[config.mk]
export PLATFORM = sky130hd
export DESIGN_NAME = step_motor_ctrl
export DESIGN_NICKNAME = d
export VERILOG_FILES = /design/src/rtl/step_motor_ctrl.sv
export SDC_FILE = /design/constraint.sdc
export NUM_CORES = 1
export LEC_CHECK = 0
export ABC_AREA = 1
export BUFFER_PORTS_ARGS = -buffer_cell sky130_fd_sc_hd__buf_2
export CORE_MARGIN = 1.5
export CORE_UTILIZATION = 59
export DETAILED_ROUTE_END_ITERATION = 7
export GPL_TIMING_DRIVEN = 0
export PLACE_DENSITY = 0.91
export SYNTH_ARGS = -nofsm -noshare
export SYNTH_HDL_FRONTEND = slang
export SYNTH_SLANG_ARGS = --single-unit
[constraint.sdc]
create_clock -name clk -period 2.48 [get_ports clk]
set_input_delay 0.496 -clock clk [delete_from_list [all_inputs] [get_ports clk]]
set_output_delay 0.496 -clock clk [all_outputs]
set_load 0.01 [all_outputs]
[src/rtl/step_motor_ctrl.sv]
// step_motor_ctrl: commanded, abortable stepper-motor phase sequencer.
// Accepts a move (steps, dir, period), walks the coil pattern at the commanded
// rate and reports busy/done/remaining. Optional macro HALF_STEP_EN selects the
// 8-entry half-step table instead of the 4-entry full-step table.
module step_motor_ctrl #(
    parameter int unsigned CNT_W = 8,
    parameter int unsigned DIV_W = 16
) (
    input  logic             clk,
    input  logic             rst,
    input  logic             start,
    input  logic             stop,
    input  logic             dir,
    input  logic [CNT_W-1:0] steps,
    input  logic [DIV_W-1:0] period,
    output logic [3:0]       phase,
    output logic             busy,
    output logic             done,
    output logic [CNT_W-1:0] remaining
);

`ifdef HALF_STEP_EN
    localparam int unsigned IDX_W = 3;
`else
    localparam int unsigned IDX_W = 2;
`endif

    typedef enum logic {
        IDLE = 1'b0,
        RUN  = 1'b1
    } state_t;

    state_t           state_q, state_n;
    logic [IDX_W-1:0] idx_q, idx_n;
    logic [3:0]       phase_n;
    logic             busy_n;
    logic             done_n;
    logic [CNT_W-1:0] rem_q, rem_n;
    logic [DIV_W-1:0] presc_q, presc_n;
    logic [DIV_W-1:0] period_q, period_n;
    logic             dir_q, dir_n;
    logic             tick;

    // Coil pattern for a table index; wrap is implicit in the index width.
    function automatic logic [3:0] pattern_of(input logic [IDX_W-1:0] i);
        logic [3:0] p;
        p = 4'b0001;
`ifdef HALF_STEP_EN
        case (i)
            3'd0: p = 4'b0001;
            3'd1: p = 4'b0011;
            3'd2: p = 4'b0010;
            3'd3: p = 4'b0110;
            3'd4: p = 4'b0100;
            3'd5: p = 4'b1100;
            3'd6: p = 4'b1000;
            3'd7: p = 4'b1001;
            default: p = 4'b0001;
        endcase
`else
        case (i)
            2'd0: p = 4'b0001;
            2'd1: p = 4'b0010;
            2'd2: p = 4'b0100;
            2'd3: p = 4'b1000;
            default: p = 4'b0001;
        endcase
`endif
        return p;
    endfunction

    // Step tick when the prescaler reaches the latched period minus one.
    assign tick = (presc_q == (period_q - DIV_W'(1)));

    // State and datapath registers.
    always_ff @(posedge clk or negedge rst) begin
        if (!rst) begin
            state_q   <= IDLE;
            idx_q     <= '0;
            phase     <= 4'b0001;
            busy      <= 1'b0;
            done      <= 1'b0;
            rem_q     <= '0;
            presc_q   <= '0;
            period_q  <= DIV_W'(1);
            dir_q     <= 1'b0;
        end else begin
            state_q   <= state_n;
            idx_q     <= idx_n;
            phase     <= phase_n;
            busy      <= busy_n;
            done      <= done_n;
            rem_q     <= rem_n;
            presc_q   <= presc_n;
            period_q  <= period_n;
            dir_q     <= dir_n;
        end
    end

    assign remaining = rem_q;

    // Next-state and next-output logic; stop always wins over start and tick.
    always_comb begin
        state_n  = state_q;
        idx_n    = idx_q;
        busy_n   = busy;
        done_n   = 1'b0;
        rem_n    = rem_q;
        presc_n  = presc_q;
        period_n = period_q;
        dir_n    = dir_q;

        case (state_q)
            IDLE: begin
                busy_n = 1'b0;
                if (start && !stop) begin
                    if (steps != '0) begin
                        state_n  = RUN;
                        busy_n   = 1'b1;
                        rem_n    = steps;
                        presc_n  = '0;
                        dir_n    = dir;
                        period_n = (period == '0) ? DIV_W'(1) : period;
                    end else begin
                        done_n = 1'b1;
                    end
                end
            end
            RUN: begin
                if (stop) begin
                    state_n = IDLE;
                    busy_n  = 1'b0;
                end else if (tick) begin
                    presc_n = '0;
                    idx_n   = dir_q ? (idx_q + IDX_W'(1)) : (idx_q - IDX_W'(1));
                    rem_n   = rem_q - CNT_W'(1);
                    if (rem_q == CNT_W'(1)) begin
                        state_n = IDLE;
                        busy_n  = 1'b0;
                        done_n  = 1'b1;
                    end
                end else begin
                    presc_n = presc_q + DIV_W'(1);
                end
            end
            default: begin
                state_n = IDLE;
                busy_n  = 1'b0;
            end
        endcase

        phase_n = pattern_of(idx_n);
    end

endmodule

==> impl_metrics.prom, run 1 <==
# TYPE chip_impl_metric gauge
chip_impl_info{name="status",value="finished clean"} 1
chip_impl_metric{name="placement_rows",unit=""} 27
chip_impl_metric{name="worst_ep_arrival_time",unit="ps"} 2510
chip_impl_metric{name="cts_made_buffers",unit=""} 5
chip_impl_info{name="synth.top_cells.by_area",value="sky130_fd_sc_hd__dfrtp_1, sky130_fd_sc_hd__nand2_1, sky130_fd_sc_hd__inv_1"} 1
chip_impl_metric{name="layout-drive-gt1-share",unit="%"} 17.6
chip_impl_metric{name="clock.fmax",unit="MHz"} 433
chip_impl_metric{name="timing.final.max_slew_violations",unit=""} 0
chip_impl_metric{name="seq_area_frac_synth",unit="%"} 36.4
chip_impl_metric{name="hold_viol_final",unit=""} 0
chip_impl_metric{name="setup_tns",unit="ps"} 0
chip_impl_metric{name="worst_ep_required_time",unit="ps"} 2680
chip_impl_metric{name="dp_hpwl",unit="mm"} 6.58
chip_impl_info{name="path_class",value="reg -> reg"} 1
chip_impl_info{name="layout_commonest_cell",value="sky130_fd_sc_hd__nand2_1"} 1
chip_impl_metric{name="instances_no_fill",unit=""} 622
chip_impl_info{name="worstHoldPathType",value="in -> reg"} 1
chip_impl_info{name="crit_path_start_kind",value="flip-flop"} 1
chip_impl_metric{name="drv_cap",unit=""} 0
chip_impl_metric{name="wl_per_cell",unit="um"} 14.1
chip_impl_metric{name="vias_after_detailed_routing",unit=""} 3503
chip_impl_info{name="tritoncts_clock_tree",value="yes"} 1
chip_impl_metric{name="place_inst",unit=""} 613
chip_impl_metric{name="synth.cell_area",unit="um^2"} 3440
chip_impl_metric{name="synth_cell_type_count",unit=""} 36
chip_impl_metric{name="h-tree-depth",unit=""} 2
chip_impl_metric{name="portBuffers",unit=""} 42
chip_impl_metric{name="postRouteWirelength",unit="mm"} 8.75
chip_impl_metric{name="grt_usage",unit="%"} 29.3
chip_impl_info{name="setup_repair_after_global_routing_missed_its_margin",value="no"} 1
chip_impl_metric{name="synth-seq-cells",unit=""} 50
chip_impl_metric{name="cts_hold_buf",unit=""} 0
chip_impl_info{name="cpMaxStageDelayCell",value="sky130_fd_sc_hd__dfstp_2"} 1
chip_impl_info{name="cts_root_buf",value="sky130_fd_sc_hd__clkbuf_8"} 1
chip_impl_metric{name="final_util",unit="%"} 69.6
chip_impl_metric{name="dpl-instance-area",unit="um^2"} 3740
chip_impl_metric{name="vias_in_the_first_global_route",unit=""} 3244
chip_impl_metric{name="clock_path_buffers",unit=""} 2
chip_impl_info{name="path_delay_family",value="simple AND/OR/NAND/NOR gates"} 1
chip_impl_metric{name="gpl.final_weighted_congestion",unit=""} 0.964
chip_impl_metric{name="cell_area_power_density",unit="nW/um^2"} 1100
chip_impl_metric{name="synthesis.nets",unit=""} 532
chip_impl_metric{name="fin_crit",unit="ps"} 2310
chip_impl_metric{name="post-synth-top-area-fraction",unit="%"} 34.9
chip_impl_metric{name="first_iter_violations",unit=""} 259
chip_impl_metric{name="irDropWorstVdd",unit="mV"} 0.551
chip_impl_metric{name="clock-skew-final",unit="ps"} 10.1
chip_impl_metric{name="antenna_found_initial",unit=""} 0
chip_impl_info{name="synth_area_leader_cell",value="sky130_fd_sc_hd__dfrtp_1"} 1
chip_impl_metric{name="detailedRoute.firstPassIterationCount",unit=""} 5
chip_impl_metric{name="initial_utilization",unit="%"} 61.8
chip_impl_metric{name="stdcell_area",unit="um^2"} 3880
chip_impl_metric{name="die-height",unit="um"} 79.4
chip_impl_metric{name="grt_start_max_net_pins",unit=""} 51
chip_impl_metric{name="fp.dieArea",unit="um^2"} 6300
chip_impl_metric{name="layout_worst_path_cycle_share",unit="%"} 93.2
chip_impl_metric{name="io_pins",unit=""} 43
chip_impl_info{name="layout_common_cells",value="sky130_fd_sc_hd__nand2_1, sky130_fd_sc_hd__inv_1, sky130_fd_sc_hd__nor2_1"} 1
chip_impl_metric{name="cpPeakStageDelay",unit="ps"} 540
chip_impl_metric{name="floorplan.die.width",unit="um"} 79.4
chip_impl_metric{name="post_synth_inst_count",unit=""} 499
chip_impl_metric{name="grt_overflow",unit=""} 0
chip_impl_metric{name="critical_path_buf_inv_count",unit=""} 3
chip_impl_metric{name="n_antenna_cell",unit=""} 0
chip_impl_metric{name="coreArea",unit="um^2"} 5570
chip_impl_metric{name="drc",unit=""} 0
chip_impl_info{name="path_common_cell",value="sky130_fd_sc_hd__nand2_1"} 1
chip_impl_metric{name="first_pass_grt_wire_length",unit="mm"} 14.3
chip_impl_metric{name="clock_latency",unit="ps"} 310
chip_impl_metric{name="final.fill_count",unit=""} 450
chip_impl_metric{name="static-leakage-power",unit="nW"} 1.99
chip_impl_metric{name="slew_headroom",unit="%"} 25.9
chip_impl_metric{name="synth_area_per_cell",unit="um^2"} 6.90
chip_impl_metric{name="number_of_nets_in_the_layout",unit=""} 582
chip_impl_info{name="timing.critical_path.cells",value="inv_2 -> ha_4 -> inv_1 -> nand2_1 -> nand2_1 -> nor2_1 -> nand2_1 -> nor2_1 -> nand2_1 -> nor2_4 -> nand2_2 -> nor2_4 -> nand4_4 -> nand2_4 -> clkbuf_16 -> o21ai_1"} 1
chip_impl_metric{name="synth_warnings",unit=""} 0
chip_impl_metric{name="power",unit="mW"} 4.25
chip_impl_metric{name="ratio_of_routed_vias_to_standard_cells",unit=""} 5.63
chip_impl_metric{name="finalSetupViolations",unit=""} 0
chip_impl_metric{name="worst_pin_slew",unit="ps"} 1110
chip_impl_metric{name="route.antenna.remaining_nets",unit=""} 0
chip_impl_metric{name="syn_to_final_growth",unit="%"} 12.6
chip_impl_metric{name="path_max_fanout",unit=""} 7
chip_impl_metric{name="clock_edge_transition_at_the_registers_on_the_reported_setup_and_hold_paths",unit="ps"} 100
chip_impl_info{name="endpoint_kind",value="flip-flop"} 1
chip_impl_metric{name="clkSinkCount",unit=""} 50
[where the power goes]
group          internal (mW)  leakage [nW]  switching, mW
combinational          0.805          1.30           1.51
sequential              1.10         0.646          0.356
clock                  0.199        0.0441          0.285
total                   2.10          1.99           2.15
[tightest hold or removal path, stage by stage]
cell and delay (ps):
sky130_fd_sc_hd__buf_2 80, sky130_fd_sc_hd__nand2_1 40, sky130_fd_sc_hd__nand2_1 50
[Yosys cell counts]
| library cell | number |
|---|---|
| sky130_fd_sc_hd__nor3_4 | 1 |
| sky130_fd_sc_hd__nor3_1 | 5 |
| sky130_fd_sc_hd__inv_1 | 55 |
| sky130_fd_sc_hd__nand3_1 | 33 |
| sky130_fd_sc_hd__o22ai_1 | 13 |
| sky130_fd_sc_hd__nor4_1 | 8 |
| sky130_fd_sc_hd__buf_4 | 1 |
| sky130_fd_sc_hd__nand4_4 | 1 |
| sky130_fd_sc_hd__and3_1 | 1 |
| sky130_fd_sc_hd__ha_1 | 4 |
| sky130_fd_sc_hd__clkbuf_1 | 6 |
| sky130_fd_sc_hd__nand2_2 | 10 |
| sky130_fd_sc_hd__nor2_8 | 2 |
| sky130_fd_sc_hd__nand3_2 | 1 |
| sky130_fd_sc_hd__nand3b_1 | 4 |
| sky130_fd_sc_hd__nor2_1 | 50 |
| sky130_fd_sc_hd__xor2_1 | 14 |
| sky130_fd_sc_hd__nand2_1 | 169 |
| sky130_fd_sc_hd__nor2_4 | 4 |
| sky130_fd_sc_hd__nor2_2 | 9 |
| sky130_fd_sc_hd__nand2_4 | 2 |
| sky130_fd_sc_hd__or2_1 | 1 |
| sky130_fd_sc_hd__o31ai_1 | 1 |
| sky130_fd_sc_hd__a21oi_1 | 1 |
| sky130_fd_sc_hd__inv_2 | 7 |
| sky130_fd_sc_hd__dfstp_2 | 2 |
| sky130_fd_sc_hd__dfrtp_1 | 48 |
| sky130_fd_sc_hd__nand4_1 | 9 |
| sky130_fd_sc_hd__o21ai_2 | 2 |
| sky130_fd_sc_hd__xnor2_1 | 4 |
| sky130_fd_sc_hd__o21ai_0 | 21 |
| sky130_fd_sc_hd__o21ai_1 | 6 |
| sky130_fd_sc_hd__and2_1 | 1 |
| sky130_fd_sc_hd__buf_8 | 1 |
| sky130_fd_sc_hd__a22oi_1 | 1 |
| sky130_fd_sc_hd__o2111ai_1 | 1 |
[what timing repair did]
item | CTS | global route
gates resized for setup | 0 | 5
setup buffers | 0 | 0
endpoints found under the setup margin | 0 | 24
[final timing paths]
| path | from | end | slack, ps | cells after the start |
|---|---|---|---|---|
| max | period_q[0] | remaining[1] | 170 | 16 |
| min | dir | dir_q | 380 | 3 |
| max reg2reg | period_q[0] | remaining[1] | 170 | 16 |
| min reg2reg | busy | busy | 480 | 2 |
| max in group asynchronous | rst | presc_q[2] | 1400 | 1 |
| min in group asynchronous | rst | presc_q[4] | 400 | 1 |
[final cells by class]
| type | instances | area, um^2 | share of cell area (%) |
|---|---|---|---|
| multi-input combinational | 379 | 1930 | 49.8 |
| timing repair buffer | 43 | 235 | 6.06 |
| clock buffer | 5 | 68.8 | 1.77 |
| tap | 72 | 90.1 | 2.32 |
| buffer | 8 | 45.0 | 1.16 |
| sequential | 50 | 1250 | 32.3 |
| inverter | 62 | 233 | 6.00 |
| clock inverter | 3 | 21.3 | 0.548 |
[sequential cells by signal, indices dropped and copies added (netlist names)]
register	count
period_q	16
state_q	1
presc_q	16
busy	1
done	1
remaining	8
phase	4
idx_q	2
dir_q	1
[layer usage]
layer	GRT usage [%]	routed length [um]
met5	0	0
met4	9.30	226
met3	4.46	604
met2	51.5	4360
met1	36.9	3560
[kinds of logic after synthesis]
group	after synthesis	synth area share [%]
adder cells (fa/ha/maj)	4	1.45
buffers and inverters	70	8.07
AO/OA/AOI/OAI	46	7.63
flip-flops	50	36.4
XOR/XNOR	18	4.58
AND/OR/NAND/NOR	311	41.9
[through the flow]
step | worst slack, ps | hold WS [ps]
final | 169 | 384
after global routing | 12.2 | 390
after CTS | 82.8 | 391
after detailed placement | 103 | 462
after global placement | 165 | 457
after floorplan | 399 | 200
(Power assumes the default switching activity.)
==> inputs of run 2 (changes only) <==
--- a/config.mk
+++ b/config.mk
@@ -8,9 +8,11 @@
 export ABC_AREA = 1
 export BUFFER_PORTS_ARGS = -buffer_cell sky130_fd_sc_hd__buf_2
+export CELL_PAD_IN_SITES_DETAIL_PLACEMENT = 0
+export CELL_PAD_IN_SITES_GLOBAL_PLACEMENT = 1
 export CORE_MARGIN = 1.5
-export CORE_UTILIZATION = 59
+export CORE_UTILIZATION = 42
 export DETAILED_ROUTE_END_ITERATION = 7
 export GPL_TIMING_DRIVEN = 0
-export PLACE_DENSITY = 0.91
+export PLACE_DENSITY = 0.9
 export SYNTH_ARGS = -nofsm -noshare
 export SYNTH_HDL_FRONTEND = slang
==> constraint.sdc (replaced) <==
create_clock -name clk -period 2.48 [get_ports clk]
set_input_delay 0.248 -clock clk [delete_from_list [all_inputs] [get_ports clk]]
set_output_delay 0.248 -clock clk [all_outputs]
set_load 0.01 [all_outputs]
==> impl_metrics.prom, run 2 (synthesis results as in run 1) <==
# TYPE chip_impl_metric gauge
chip_impl_info{name="path_class",value="reg -> reg"} 1
chip_impl_metric{name="slew_headroom",unit="%"} 24.9
chip_impl_metric{name="coreArea",unit="um^2"} 7850
chip_impl_metric{name="grt_start_max_net_pins",unit=""} 51
chip_impl_metric{name="grt_usage",unit="%"} 21.8
chip_impl_info{name="cpMaxStageDelayCell",value="sky130_fd_sc_hd__dfstp_2"} 1
chip_impl_metric{name="n_antenna_cell",unit=""} 0
chip_impl_metric{name="initial_utilization",unit="%"} 43.9
chip_impl_metric{name="irDropWorstVdd",unit="mV"} 0.440
chip_impl_metric{name="antenna_found_initial",unit=""} 0
chip_impl_info{name="crit_path_start_kind",value="flip-flop"} 1
chip_impl_metric{name="worst_case_setup_margin_in_the_final_layout",unit="ps"} 132
chip_impl_metric{name="finalSetupViolations",unit=""} 0
chip_impl_metric{name="worstHoldPathCells",unit=""} 3
chip_impl_metric{name="clock_latency",unit="ps"} 310
chip_impl_metric{name="portBuffers",unit=""} 42
chip_impl_metric{name="fin_crit",unit="ps"} 2350
chip_impl_info{name="tritoncts_clock_tree",value="yes"} 1
chip_impl_metric{name="worst_ep_arrival_time",unit="ps"} 2550
chip_impl_metric{name="syn_to_final_growth",unit="%"} 16.1
chip_impl_metric{name="fp.dieArea",unit="um^2"} 8750
chip_impl_metric{name="cts_made_buffers",unit=""} 5
chip_impl_metric{name="die-height",unit="um"} 93.5
chip_impl_metric{name="worst_ep_required_time",unit="ps"} 2680
chip_impl_metric{name="floorplan.die.width",unit="um"} 93.5
chip_impl_metric{name="finalHoldWorstSlack",unit="ps"} 146
chip_impl_metric{name="dp_hpwl",unit="mm"} 6.92
chip_impl_metric{name="cts_hold_buf",unit=""} 0
chip_impl_info{name="status",value="finished clean"} 1
chip_impl_metric{name="postRouteWirelength",unit="mm"} 8.84
chip_impl_metric{name="ratio_of_routed_vias_to_standard_cells",unit=""} 5.10
chip_impl_metric{name="gpl.final_weighted_congestion",unit=""} 0.866
chip_impl_metric{name="grt_overflow",unit=""} 0
chip_impl_metric{name="hold_viol_final",unit=""} 0
chip_impl_metric{name="number_of_nets_in_the_layout",unit=""} 586
chip_impl_metric{name="placement_rows",unit=""} 32
chip_impl_metric{name="io_pins",unit=""} 43
chip_impl_metric{name="first_iter_violations",unit=""} 178
chip_impl_metric{name="worst_pin_slew",unit="ps"} 1130
chip_impl_metric{name="timing.final.max_slew_violations",unit=""} 0
chip_impl_info{name="layout_common_cells",value="sky130_fd_sc_hd__nand2_1, sky130_fd_sc_hd__inv_1, sky130_fd_sc_hd__nor2_1"} 1
chip_impl_metric{name="seqCellArea",unit="um^2"} 1250
chip_impl_metric{name="clock_path_buffers",unit=""} 2
chip_impl_info{name="worstHoldPathType",value="in -> reg"} 1
chip_impl_metric{name="reg2regPathDepth",unit=""} 16
chip_impl_metric{name="instances_no_fill",unit=""} 656
chip_impl_metric{name="clkSinkCount",unit=""} 50
chip_impl_metric{name="h-tree-depth",unit=""} 2
chip_impl_metric{name="final_util",unit="%"} 50.9
chip_impl_metric{name="path_max_fanout",unit=""} 7
chip_impl_metric{name="layout_worst_path_cycle_share",unit="%"} 94.7
chip_impl_metric{name="cell_area_power_density",unit="nW/um^2"} 1110
chip_impl_metric{name="vias_after_detailed_routing",unit=""} 3348
chip_impl_info{name="layout_commonest_cell",value="sky130_fd_sc_hd__nand2_1"} 1
chip_impl_info{name="endpoint_kind",value="flip-flop"} 1
chip_impl_metric{name="wl_per_cell",unit="um"} 13.5
chip_impl_metric{name="area_taken_by_multi_input_logic_gates",unit="um^2"} 1930
chip_impl_info{name="cts_root_buf",value="sky130_fd_sc_hd__clkbuf_8"} 1
chip_impl_metric{name="route.antenna.remaining_nets",unit=""} 0
chip_impl_info{name="path_common_cell",value="sky130_fd_sc_hd__nand2_2"} 1
chip_impl_metric{name="clock_edge_transition_at_the_registers_on_the_reported_setup_and_hold_paths",unit="ps"} 100
chip_impl_metric{name="detailedRoute.firstPassIterationCount",unit=""} 5
chip_impl_metric{name="layout-drive-gt1-share",unit="%"} 18.6
chip_impl_metric{name="pre_cts_ws",unit="ps"} 43.4
chip_impl_metric{name="place_inst",unit=""} 643
chip_impl_metric{name="clock.fmax",unit="MHz"} 426
chip_impl_metric{name="first_pass_grt_wire_length",unit="mm"} 15.0
chip_impl_metric{name="drc",unit=""} 0
chip_impl_metric{name="final.fill_count",unit=""} 815
chip_impl_metric{name="vias_in_the_first_global_route",unit=""} 3180
chip_impl_metric{name="clock-skew-final",unit="ps"} 7.33
chip_impl_metric{name="drv_cap",unit=""} 0
chip_impl_info{name="timing.critical_path.cells",value="inv_4 -> ha_4 -> inv_1 -> nand2_2 -> nand2_2 -> nor2_1 -> nand2_1 -> nor2_1 -> nand2_1 -> nor2_4 -> nand2_2 -> nor2_4 -> nand4_4 -> nand2_4 -> clkbuf_16 -> o21ai_1"} 1
chip_impl_metric{name="cpPeakStageDelay",unit="ps"} 570
chip_impl_metric{name="static-leakage-power",unit="nW"} 2.03
[run 2: changes by cell type in the layout (fill, tap and decap cells not counted), sizes merged]
cell,previous run,this run
buf,44,48
clkinv,2,1
bufinv,0,2
clkinvlp,1,0
[run 2: what timing repair did]
| item | 4_1_cts | 5_1_grt |
|---|---|---|
| resized for setup | 0 | 6 |
| setup buffers | 0 | 4 |
| setup endpoints to repair | 0 | 24 |
[run 2: worst paths after layout]
kind	end	slack, ps	start
min in group asynchronous	period_q[1]	160	rst
worst max-delay path	remaining[7]	130	period_q[0]
worst max register to register	remaining[7]	130	period_q[0]
worst min register to register	busy	490	busy
worst min-delay path	dir_q	150	dir
max in group asynchronous	presc_q[9]	1640	rst
[run 2: worst max-delay path, delay by kind of cell, from the launching register on]
kind | cells | cell delay, ps
AOI/OAI and AO/OA | 1 | 50
adders and majority gates | 1 | 260
buffers and inverters | 3 | 260
DFF | 1 | 570
and+or+nand+nor | 11 | 1100
[run 2: power breakdown]
group / total [mW] / leakage, nW / internal [mW] / switching (mW)
combinational: 2.27 / 1.32 / 0.814 / 1.46
sequential: 1.45 / 0.646 / 1.10 / 0.357
clock: 0.702 / 0.0683 / 0.405 / 0.297
[run 2: final cells by class]
type	count	area share (%)
well taps	102	3.19
clock buffers	5	1.72
repair buffers	47	6.64
multi-input cells	379	48.3
plain buffers	8	1.13
clock inverters	3	1.72
inverters	62	5.89
flip-flops and latches	50	31.4
[run 2: stage by stage]
step	area, um^2	power (mW)	TNS [ps]
6_report	4000	4.43	0
5_1_grt	4000	4.85	-60.3
4_1_cts	3920	4.38	0
3_5_place_dp	3780	3.67	0
3_3_place_gp	3780	3.62	0
2_1_floorplan	3440	3.10	0
[run 2: per-layer routing]
| layer | vias to the layer above | share of wire (%) | global-route usage (%) | wire (um) |
|---|---|---|---|---|
| met5 | - | 0 | 0 | 0 |
| met4 | 0 | 1.6 | 5.47 | 142 |
| met3 | 12 | 4.9 | 3.09 | 429 |
| met2 | 90 | 47 | 36.0 | 4150 |
| met1 | 1548 | 47 | 30.1 | 4120 |
| li1 | 1698 | - | - | - |
==> inputs of run 3 (changes only) <==
Settings changed: ABC_CLOCK_PERIOD_IN_PS from default to 2480, RECOVER_POWER from default to 100.
==> impl_metrics.prom, run 3 (synthesis results as in run 1) <==
# TYPE chip_impl_metric gauge
chip_impl_metric{name="route.antenna.remaining_nets",unit=""} 0
chip_impl_metric{name="clock.fmax",unit="MHz"} 425
chip_impl_metric{name="antenna_found_initial",unit=""} 0
chip_impl_metric{name="syn_to_final_growth",unit="%"} 15.5
chip_impl_metric{name="static-leakage-power",unit="nW"} 1.98
chip_impl_metric{name="drv_cap",unit=""} 0
chip_impl_metric{name="critical_path_buf_inv_count",unit=""} 2
chip_impl_metric{name="cts_made_buffers",unit=""} 5
chip_impl_metric{name="io_pins",unit=""} 43
chip_impl_metric{name="worst_ep_required_time",unit="ps"} 2680
chip_impl_metric{name="setup_tns",unit="ps"} 0
chip_impl_metric{name="postRouteWirelength",unit="mm"} 8.90
chip_impl_info{name="path_class",value="reg -> reg"} 1
chip_impl_metric{name="layout-drive-gt1-share",unit="%"} 15.9
chip_impl_metric{name="first_iter_violations",unit=""} 192
chip_impl_info{name="path_delay_family",value="simple AND/OR/NAND/NOR gates"} 1
chip_impl_metric{name="vias_in_the_first_global_route",unit=""} 3180
chip_impl_info{name="status",value="finished clean"} 1
chip_impl_info{name="layout_commonest_cell",value="sky130_fd_sc_hd__nand2_1"} 1
chip_impl_metric{name="first_pass_grt_wire_length",unit="mm"} 15.0
chip_impl_metric{name="ratio_of_routed_vias_to_standard_cells",unit=""} 5.08
chip_impl_metric{name="grt_start_max_net_pins",unit=""} 51
chip_impl_metric{name="hold_viol_final",unit=""} 0
chip_impl_metric{name="path_max_fanout",unit=""} 7
chip_impl_info{name="worstHoldPathType",value="in -> reg"} 1
chip_impl_info{name="layout_common_cells",value="sky130_fd_sc_hd__nand2_1, sky130_fd_sc_hd__inv_1, sky130_fd_sc_hd__nor2_1"} 1
chip_impl_metric{name="coreArea",unit="um^2"} 7850
chip_impl_metric{name="clkSinkCount",unit=""} 50
chip_impl_metric{name="portBuffers",unit=""} 42
chip_impl_info{name="critPathLaunch",value="period_q[0]"} 1
chip_impl_metric{name="grt_overflow",unit=""} 0
chip_impl_metric{name="gpl.final_weighted_congestion",unit=""} 0.866
chip_impl_metric{name="h-tree-depth",unit=""} 2
chip_impl_metric{name="clock-skew-final",unit="ps"} 5.45
chip_impl_metric{name="layout_worst_path_cycle_share",unit="%"} 94.8
chip_impl_metric{name="timing.final.max_slew_violations",unit=""} 0
chip_impl_info{name="cts_root_buf",value="sky130_fd_sc_hd__clkbuf_8"} 1
chip_impl_metric{name="initial_utilization",unit="%"} 43.9
chip_impl_metric{name="drc",unit=""} 0
chip_impl_metric{name="grt_usage",unit="%"} 21.8
chip_impl_metric{name="vias_after_detailed_routing",unit=""} 3333
chip_impl_metric{name="final_util",unit="%"} 50.7
chip_impl_metric{name="clock_path_buffers",unit=""} 2
chip_impl_metric{name="clock_latency",unit="ps"} 310
chip_impl_info{name="crit_path_start_kind",value="flip-flop"} 1
chip_impl_metric{name="die-height",unit="um"} 93.5
chip_impl_metric{name="slew_headroom",unit="%"} 16.2
chip_impl_metric{name="finalSetupViolations",unit=""} 0
chip_impl_metric{name="irDropWorstVdd",unit="mV"} 0.435
chip_impl_metric{name="fin_crit",unit="ps"} 2350
chip_impl_metric{name="worst_ep_arrival_time",unit="ps"} 2550
chip_impl_info{name="tritoncts_clock_tree",value="yes"} 1
chip_impl_metric{name="cell_area_power_density",unit="nW/um^2"} 1110
chip_impl_info{name="endpoint_kind",value="flip-flop"} 1
chip_impl_metric{name="dp_hpwl",unit="mm"} 6.92
chip_impl_info{name="path_common_cell",value="sky130_fd_sc_hd__nand2_1"} 1
chip_impl_info{name="timing.critical_path.cells",value="inv_4 -> ha_4 -> nand2_1 -> nor2_1 -> nand2_1 -> nand2_1 -> nor2_1 -> nand2_1 -> nor2_4 -> nand2_2 -> nor2_4 -> nand4_4 -> nand2_4 -> clkbuf_16 -> o21ai_1"} 1
chip_impl_metric{name="cpPeakStageDelay",unit="ps"} 570
chip_impl_metric{name="number_of_nets_in_the_layout",unit=""} 586
chip_impl_metric{name="n_antenna_cell",unit=""} 0
chip_impl_metric{name="placement_rows",unit=""} 32
chip_impl_metric{name="floorplan.die.width",unit="um"} 93.5
chip_impl_info{name="worst_r2r_startpoint",value="period_q[0]"} 1
chip_impl_metric{name="worst_pin_slew",unit="ps"} 1260
chip_impl_metric{name="fp.dieArea",unit="um^2"} 8750
chip_impl_info{name="cpMaxStageDelayCell",value="sky130_fd_sc_hd__dfstp_2"} 1
chip_impl_metric{name="wl_per_cell",unit="um"} 13.6
chip_impl_info{name="hp-start",value="period[14]"} 1
chip_impl_metric{name="clock_edge_transition_at_the_registers_on_the_reported_setup_and_hold_paths",unit="ps"} 100
chip_impl_metric{name="detailedRoute.firstPassIterationCount",unit=""} 5
run 3: worst paths after layout:
path	to	slack (ps)	cells past startpoint
min in group asynchronous	period_q[1]	200	1
max	remaining[7]	130	15
max in group asynchronous	phase[1]	1530	1
max reg2reg	remaining[7]	130	15
min	period_q[14]	150	3
min reg2reg	busy	490	2
run 3: final cells by class:
class                           count  area (um^2)
Buffer                              8         45.0
Clock buffer                        5         68.8
Clock inverter                      3         68.8
Fill cell                         823         3870
Inverter                           62          235
Multi-Input combinational cell    379         1930
Sequential cell                    50         1250
Tap cell                          102          128
Timing Repair Buffer               47          248
run 3: timing repair:
item | 4_1_cts | 5_1_grt
hold buffers | 0 | 0
setup endpoints to repair | 0 | 24
resized for setup | 0 | 6
setup buffers | 0 | 4
run 3: power by group:
group	switching (mW)	internal, mW	total, mW	leakage (nW)
Sequential	0.359	1.10	1.46	0.646
Clock	0.294	0.404	0.699	0.0683
Combinational	1.46	0.795	2.26	1.27
Total	2.12	2.30	4.41	1.98
run 3: per-layer routing:
layer | routed length, um | track usage (%)
met5 | 0 | 0
met2 | 4180 | 36.0
met3 | 370 | 3.09
met1 | 4190 | 30.1
met4 | 155 | 5.47
run 3: tightest hold or removal path, delay by kind of cell:
family                 cells  cell delay [ps]
AND/OR/NAND/NOR            2               90
buffers and inverters      1               90
run 3: metrics by stage:
step | hold WS, ps | worst slack [ps] | total power, mW | area (um^2) | cells
after global placement | 454 | 74.2 | 3.62 | 3780 | 643
after global routing | 146 | -17.9 | 4.84 | 3980 | 656
after detailed placement | 461 | 43.4 | 3.67 | 3780 | 643
after floorplan | -47.6 | 399 | 3.10 | 3440 | 499
final | 146 | 129 | 4.41 | 3980 | 656
after CTS | 144 | 27.6 | 4.38 | 3920 | 651
